$ cat src/rtl/load_store_unit.sv
// Load/store unit between the datapath and a 64-bit data memory.
// Sub-doubleword stores use read-modify-write. Misaligned or illegal requests fault without memory traffic.
module load_store_unit #(
    parameter int MEM_LATENCY = 1
) (
    input  logic        clk,
    input  logic        Reset,
    input  logic        req,
    input  logic        we,
    input  logic [2:0]  funct3,
    input  logic [63:0] addr,
    input  logic [63:0] wdata,
    output logic        busy,
    output logic        done,
    output logic [63:0] rdata,
    output logic        misaligned,
    output logic [63:0] mem_addr,
    output logic [63:0] mem_wdata,
    output logic        mem_wr,
    input  logic [63:0] mem_rdata
);

    typedef enum logic [1:0] {
        IDLE  = 2'b00,
        READ  = 2'b01,
        WRITE = 2'b10,
        DONE  = 2'b11
    } state_t;

    localparam logic [2:0] LAT = 3'(MEM_LATENCY);

    function automatic logic [63:0] lane_mask(input logic [1:0] sz);
        case (sz)
            2'b00:   lane_mask = 64'h0000_0000_0000_00FF;
            2'b01:   lane_mask = 64'h0000_0000_0000_FFFF;
            2'b10:   lane_mask = 64'h0000_0000_FFFF_FFFF;
            default: lane_mask = 64'hFFFF_FFFF_FFFF_FFFF;
        endcase
    endfunction

    function automatic logic [63:0] load_extend(input logic [63:0] d, input logic [2:0] off,
                                                input logic [2:0] f3);
        logic [63:0] sh;
        sh = d >> {off, 3'b000};
        case (f3)
            3'b000:  load_extend = {{56{sh[7]}}, sh[7:0]};
            3'b001:  load_extend = {{48{sh[15]}}, sh[15:0]};
            3'b010:  load_extend = {{32{sh[31]}}, sh[31:0]};
            3'b011:  load_extend = sh;
            3'b100:  load_extend = {56'h0, sh[7:0]};
            3'b101:  load_extend = {48'h0, sh[15:0]};
            3'b110:  load_extend = {32'h0, sh[31:0]};
            default: load_extend = 64'h0;
        endcase
    endfunction

    function automatic logic [63:0] store_merge(input logic [63:0] d, input logic [63:0] wd,
                                                input logic [2:0] off, input logic [1:0] sz);
        logic [63:0] m;
        m = lane_mask(sz) << {off, 3'b000};
        store_merge = (d & ~m) | ((wd << {off, 3'b000}) & m);
    endfunction

    state_t      state_r, next_s;
    logic        we_r;
    logic [2:0]  funct3_r;
    logic [2:0]  off_r;
    logic [63:0] wdata_r;
    logic [2:0]  cnt_r;
    logic        fault_s;
    logic        mis_s;
    logic        busy_r, done_r, mis_r, mem_wr_r;
    logic [63:0] rdata_r, mem_addr_r, mem_wdata_r;

    // Fault decode on the live request: alignment per size, plus illegal encodings
    always_comb begin
        mis_s = 1'b0;
        case (funct3[1:0])
            2'b01:   mis_s = addr[0];
            2'b10:   mis_s = (addr[1:0] != 2'b00);
            2'b11:   mis_s = (addr[2:0] != 3'b000);
            default: mis_s = 1'b0;
        endcase
        fault_s = mis_s | (funct3 == 3'b111) | (we & funct3[2]);
    end

    // Next-state logic
    always_comb begin
        next_s = state_r;
        case (state_r)
            IDLE: begin
                if (!req) begin
                    next_s = IDLE;
                end else if (fault_s) begin
                    next_s = DONE;
                end else if (we && (funct3[1:0] == 2'b11)) begin
                    next_s = WRITE;
                end else begin
                    next_s = READ;
                end
            end
            READ: begin
                if (cnt_r == LAT) begin
                    next_s = we_r ? WRITE : DONE;
                end else begin
                    next_s = READ;
                end
            end
            WRITE:   next_s = DONE;
            DONE:    next_s = IDLE;
            default: next_s = IDLE;
        endcase
    end

    // State, captured request, latency counter and registered outputs
    always_ff @(posedge clk) begin
        if (Reset) begin
            state_r     <= IDLE;
            we_r        <= 1'b0;
            funct3_r    <= 3'b000;
            off_r       <= 3'b000;
            wdata_r     <= 64'h0;
            cnt_r       <= 3'b000;
            busy_r      <= 1'b0;
            done_r      <= 1'b0;
            mis_r       <= 1'b0;
            mem_wr_r    <= 1'b0;
            rdata_r     <= 64'h0;
            mem_addr_r  <= 64'h0;
            mem_wdata_r <= 64'h0;
        end else begin
            state_r  <= next_s;
            busy_r   <= (next_s != IDLE);
            done_r   <= (next_s == DONE);
            mem_wr_r <= (next_s == WRITE);
            mis_r    <= (state_r == IDLE) && req && fault_s;
            if (state_r == IDLE && req) begin
                we_r        <= we;
                funct3_r    <= funct3;
                off_r       <= addr[2:0];
                wdata_r     <= wdata;
                mem_addr_r  <= {addr[63:3], 3'b000};
                mem_wdata_r <= wdata;
            end
            // Counter restarts on every entry into READ so the sample point is relative to entry
            if (next_s == READ && state_r != READ) begin
                cnt_r <= 3'b000;
            end else if (state_r == READ) begin
                cnt_r <= cnt_r + 3'b001;
            end
            if (state_r == READ && cnt_r == LAT) begin
                if (we_r) begin
                    mem_wdata_r <= store_merge(mem_rdata, wdata_r, off_r, funct3_r[1:0]);
                end else begin
                    rdata_r <= load_extend(mem_rdata, off_r, funct3_r);
                end
            end
        end
    end

    assign busy       = busy_r;
    assign done       = done_r;
    assign misaligned = mis_r;
    assign mem_wr     = mem_wr_r;
    assign rdata      = rdata_r;
    assign mem_addr   = mem_addr_r;
    assign mem_wdata  = mem_wdata_r;

endmodule

$ cat config.mk
export PLATFORM = sky130hd
export DESIGN_NAME = load_store_unit
export DESIGN_NICKNAME = d
export VERILOG_FILES = /design/src/rtl/load_store_unit.sv
export SDC_FILE = /design/constraint.sdc
export NUM_CORES = 1
export LEC_CHECK = 0
export CAP_MARGIN = 20
export CORE_MARGIN = 3
export CORE_UTILIZATION = 35
export DETAILED_ROUTE_END_ITERATION = 6
export PLACE_DENSITY = 0.64
export REMOVE_ABC_BUFFERS = 1
export SLEW_MARGIN = 20
export SYNTH_ARGS = -nofsm -noshare
export SYNTH_HDL_FRONTEND = slang
export SYNTH_SLANG_ARGS = --single-unit
$ cat constraint.sdc
create_clock -name clk -period 2.4 [get_ports clk]
set_clock_uncertainty 0.2 [all_clocks]
set_input_delay 0.24 -clock clk [delete_from_list [all_inputs] [get_ports clk]]
set_output_delay 0.24 -clock clk [all_outputs]
set_load 0.05 [all_outputs]
# == Word level (Yosys, flattened, before mapping) ==
# Index checks and enable logic that the tools add are counted.
# classes
n_eq_ne,20
addsub,1
n_mux,15
reduce_logical,13
shifts,3
bitwise,8
# ops
cell,count
64-bit case mux with 7 select lines,1
64-bit 2-to-1 mux,6
64-bit case mux with 3 select lines,1
64-bit AND,2
64-bit by 6-bit << shifter with 64-bit output,2
64-bit NOT,1
64-bit bitwise OR,1
64-bit by 6-bit >> shifter with 64-bit output,1
2-bit == test (second input constant),7
3-bit == test (second input constant),4
2-bit by 1-bit == test with 1-bit output (second input constant),4
2-bit 2-to-1 mux,4
2-bit case mux with 4 select lines,1
3-bit by 1-bit == test with 1-bit output (second input constant),2
3-bit by 2-bit == test with 1-bit output (second input constant),2
1-bit logical AND,5
2-bit zero test,2
2-bit nonzero test,2
3-bit by 1-bit adder with 3-bit output (second input constant),1
3-bit zero test,1
1-bit case mux with 3 select lines,1
3-bit nonzero test,1
2-bit by 1-bit != test with 1-bit output (second input constant),1
1-bit bitwise OR,2
other kinds (5),5
# totals
output_inout_bits,196
word_cells,73
ff_bits,269

# == Depth between registers and ports, before layout ==
# depth
depth_word,11
mapped_depth,10
mapped_depth_nobuf,7

# == Least setup slack after synthesis ==
# OpenSTA, ideal clock, no wires.
# synth_path
path_type,register -> register
from,register cnt_r[0]
to,register rdata_r[22] (netlist: rdata[22])
stages_incl_launch_ff,10
path_buffers,3
period_less_slack_ns,2.270
arrival_ns,2.010
slack_ns,0.130
cell_sequence,dfxtp_1 ha_1 nand3b_1 or3_4 or3_1 buf_2 o21ba_4 buf_6 buf_12 a221o_1
# synth_via
elab_chain_len,3
# synth_rtl
element,line_no,source
start: declaration,69,logic [2:0] cnt_r;
start signal: assignment,149,cnt_r <= cnt_r + 3'b001;
3-bit by 1-bit == test with 1-bit output,151,if (state_r == READ && cnt_r == LAT) begin
1-bit logical AND,151,
2-bit AND reduction (no line),n/a,
end signal: assignment,155,"rdata_r <= load_extend(mem_rdata, off_r, funct3_r);"
end: declaration,73,"logic [63:0] rdata_r, mem_addr_r, mem_wdata_r;"
# No other way between the ends.
# A chain may end at the register's enable or synchronous reset.

# == Final worst setup path ==
# layout_path
from,register off_r[1]
to,register rdata_r[25] (netlist: rdata[25])
# layout_via
elab_chain_len,2
# layout_rtl
element,line_no,source
start: declaration,67,logic [2:0] off_r;
start signal: assignment,140,off_r <= addr[2:0];
64-bit by 6-bit >> shifter with 64-bit output,44,"sh = d >> {off, 3'b000};"
64-bit case mux with 7 select lines,45,case (f3)
# No other way between the ends.

==> flow_metrics.tcl <==
set metrics [dict create \
    status "finished clean" \
    reg2regPathDepth 7 \
    synth_area_leader_cell "dfxtp_1" \
    yosys_warnings 0 \
    cp-end-kind "flip-flop" \
    cts_tree "yes" \
    swShare_pct 33.9 \
    syn_to_final_growth_pct 45.4 \
    dp_cells 2506 \
    die_h_um 205 \
    place_ws_ns -0.0322 \
    die_w_um 205 \
    finalHoldViolations 0 \
    p_int_mw 10.0 \
    cts_buffers 35 \
    comb_power_share_pct 30.7 \
    async_reset_ff_share_pct 0 \
    crit_start "off_r[1]" \
    routed_wirelength_um 57300 \
    drtIter0Drc 1189 \
    whs_ns 0.0589 \
    cp.arrival_ns 2.56 \
    wl_met3_um 4640 \
    start_util_pct 35.7 \
    gp_congestion 0.922 \
    startpoint_type "flip-flop" \
    antenna_found_initial 3 \
    final_area_sq_um 20200 \
    mappedNetlistArea_sq_um 13900 \
    p_sw_mw 5.15 \
    grt-ovfl-total 0 \
    top_layer_used "met4" \
    num_io_pins 395 \
    rsz0062_at_grt "false" \
    insertion_delay_ns 0.53 \
    drc 0 \
    ant_nets 0 \
    via_count 14217 \
    p_per_area_nw_per_um2 753 \
    grt.total_usage_pct 26.0 \
    grt_max_degree 126 \
    grt_pass1_vias 13995 \
    fin_nets 2229 \
    viasPerCell 5.52 \
    cp_data_required_time_ns 2.62 \
    place_area_sq_um 18900 \
    yosysUniqueCellTypes 62 \
    grt_pass1_wl_um 84600 \
    synthTopCellsByArea "dfxtp_1 39%, nand2_1 10%, a21oi_1 8.4%" \
    maxCapViolations 0 \
    avgRoutedWirePerCell_um 22.2 \
    fin_crit_sh_pct 97.7 \
    drive_gt1_share_pct 14.8 \
    p_clk_share_pct 35.3 \
    synth_edf_count 0 \
    synth_commonest_cells "384 x nand2_1, 269 x dfxtp_1, 233 x a21oi_1, 95 x clkbuf_1, 85 x mux2i_1" \
    wl_met1_um 23300 \
    synth_top_area_share_pct 38.8 \
    rows 72 \
    worst_slack_ns 0.0546 \
    slew_viol_final 0 \
    power.total_mw 15.2 \
    seqPwrFrac_pct 34.0 \
    numClockSinks 269 \
    ys_seq_area_share_pct 38.8 \
    max_freq_mhz 426 \
    die-area_sq_um 42100 \
    cts-root-buf "clkbuf_16" \
    leakagePower_nw 7.52 \
    utilization_pct 51.8 \
    min_period_ns 2.35 \
    hp-class "input pin to flip-flop" \
    ys.flop_type "dfxtp_1" \
    min_path_cells 3 \
    port_buffers 391 \
    r2r_start "off_r[1]" \
    hp-start "addr[8]" \
    htree_levels 2 \
    hpwl_um 41500 \
    setup-tns-final_ns 0 \
    worst_pin_slew_ns 0.788 \
    netlist_instances 1629 \
    avgSynthCellArea_sq_um 8.52 \
    wl_met2_um 27100 \
    synth.most_common_cell "nand2_1" \
    relSlewSlack_pct 47.3 \
    ir_drop_mv 0.424 \
    final_cell_count_no_fill 2576 \
    clk_pin_slew_worst_paths_ns 0.06 \
    yosys_register_bits 269 \
    fp.coreArea_sq_um 38900 \
    path_max_fanout 16 \
    setup_viol 0 \
    critical_path_class "flip-flop to flip-flop" \
    clock_path_buffers 3 \
    dr.pass1.iters 5 \
]
-- metal layers --
metal | track usage, % | up-vias
met1 | 33.2 | 6807
li1 | - | 6679
met3 | 5.74 | 123
met4 | 9.84 | 0
met2 | 43.0 | 608
met5 | 0 | -
-- layout make-up --
class                           instances  area (sq um)
Fill cell                            3734         18700
Multi-Input combinational cell       1208          7880
Sequential cell                       269          5390
Timing Repair Buffer                  510          5050
Clock buffer                           56          1070
Tap cell                              518           648
Clock inverter                          8           106
Inverter                                4          15.0
Antenna cell                            3          7.51
-- logic make-up (layout without fill, tap and decap cells) --
family / after synthesis / after routing / share of synthesized area (%)
simple gates: 519 / 519 / 15.8
buf+inv: 154 / 578 / 5.12
mux: 169 / 169 / 16.6
compound gates: 513 / 513 / 23.3
xor+xnor: 2 / 2 / 0.126
fa+ha+maj: 2 / 2 / 0.180
other cells: 1 / 6 / 0.0270
flops: 269 / 269 / 38.8
-- cell usage in the layout, fill, tap and decap left out, types with 4 or more instances in the layout --
master and count:
a22oi_1 47, a21oi_1 232, clkdlybuf4s50_1 390, a31o_2 15, a2bb2oi_1 7, nand3b_1 10, a211oi_1 46, and2_1 7
clkbuf_8 12, a31oi_1 16, nand3_1 8, o21ai_0 67, nor2_1 40, nor2b_1 10, or2_2 7, nor3_2 4
clkbuf_16 36, a21boi_0 8, nor3_1 7, buf_4 98, dfxtp_1 266, a22o_1 9, mux2_2 37, a221o_1 15
mux2i_1 85, or3_1 4, o22ai_1 7, nand2_1 383, nand2b_1 21, a211o_1 10, a21o_1 4, mux4_2 45
buf_12 15, a32oi_1 14, buf_6 4, clkbuf_1 9
-- critical path, cell delays in order, from the launching register on --
cell     delay (ns)
dfxtp_4        0.51
buf_6          0.22
mux2i_1        0.30
a22o_1         0.19
nor4_1         0.05
buf_4          0.16
o21ba_4        0.28
a211o_1        0.30
-- power by group through the flow --
stage	registers [mW]	clock network, mW	logic, mW
after floorplan	6.12	0	1.82
after global placement	5.23	0	4.57
after detailed placement	5.24	0	4.62
after CTS	5.15	5.46	4.64
after global routing	5.20	5.64	4.96
final	5.16	5.37	4.67
-- flip-flops by register name, indices dropped and copies added (netlist names), 2 cells and up --
| name | count |
|---|---|
| mem_wdata | 64 |
| rdata | 64 |
| wdata_r | 64 |
| mem_addr | 61 |
| cnt_r | 3 |
| funct3_r | 3 |
| off_r | 3 |
| state_r | 2 |
-- final timing paths --
kind                       to  slack [ns]
hold / removal    mem_addr[8]        0.06
setup / recovery    rdata[25]        0.05
hold reg to reg   mem_addr[8]        0.25
setup reg to reg    rdata[25]        0.05
-- repair_timing --
| item | 4_1_cts | 5_1_grt |
|---|---|---|
| buffers inserted | 0 | 1 |
| gates resized for setup | 0 | 6 |
| hold buffers | 1 | 0 |
| setup endpoints to repair | 0 | 45 |
| endpoints found under the hold margin | 13 | 0 |
No activity file was read; power rests on OpenSTA's default activity.
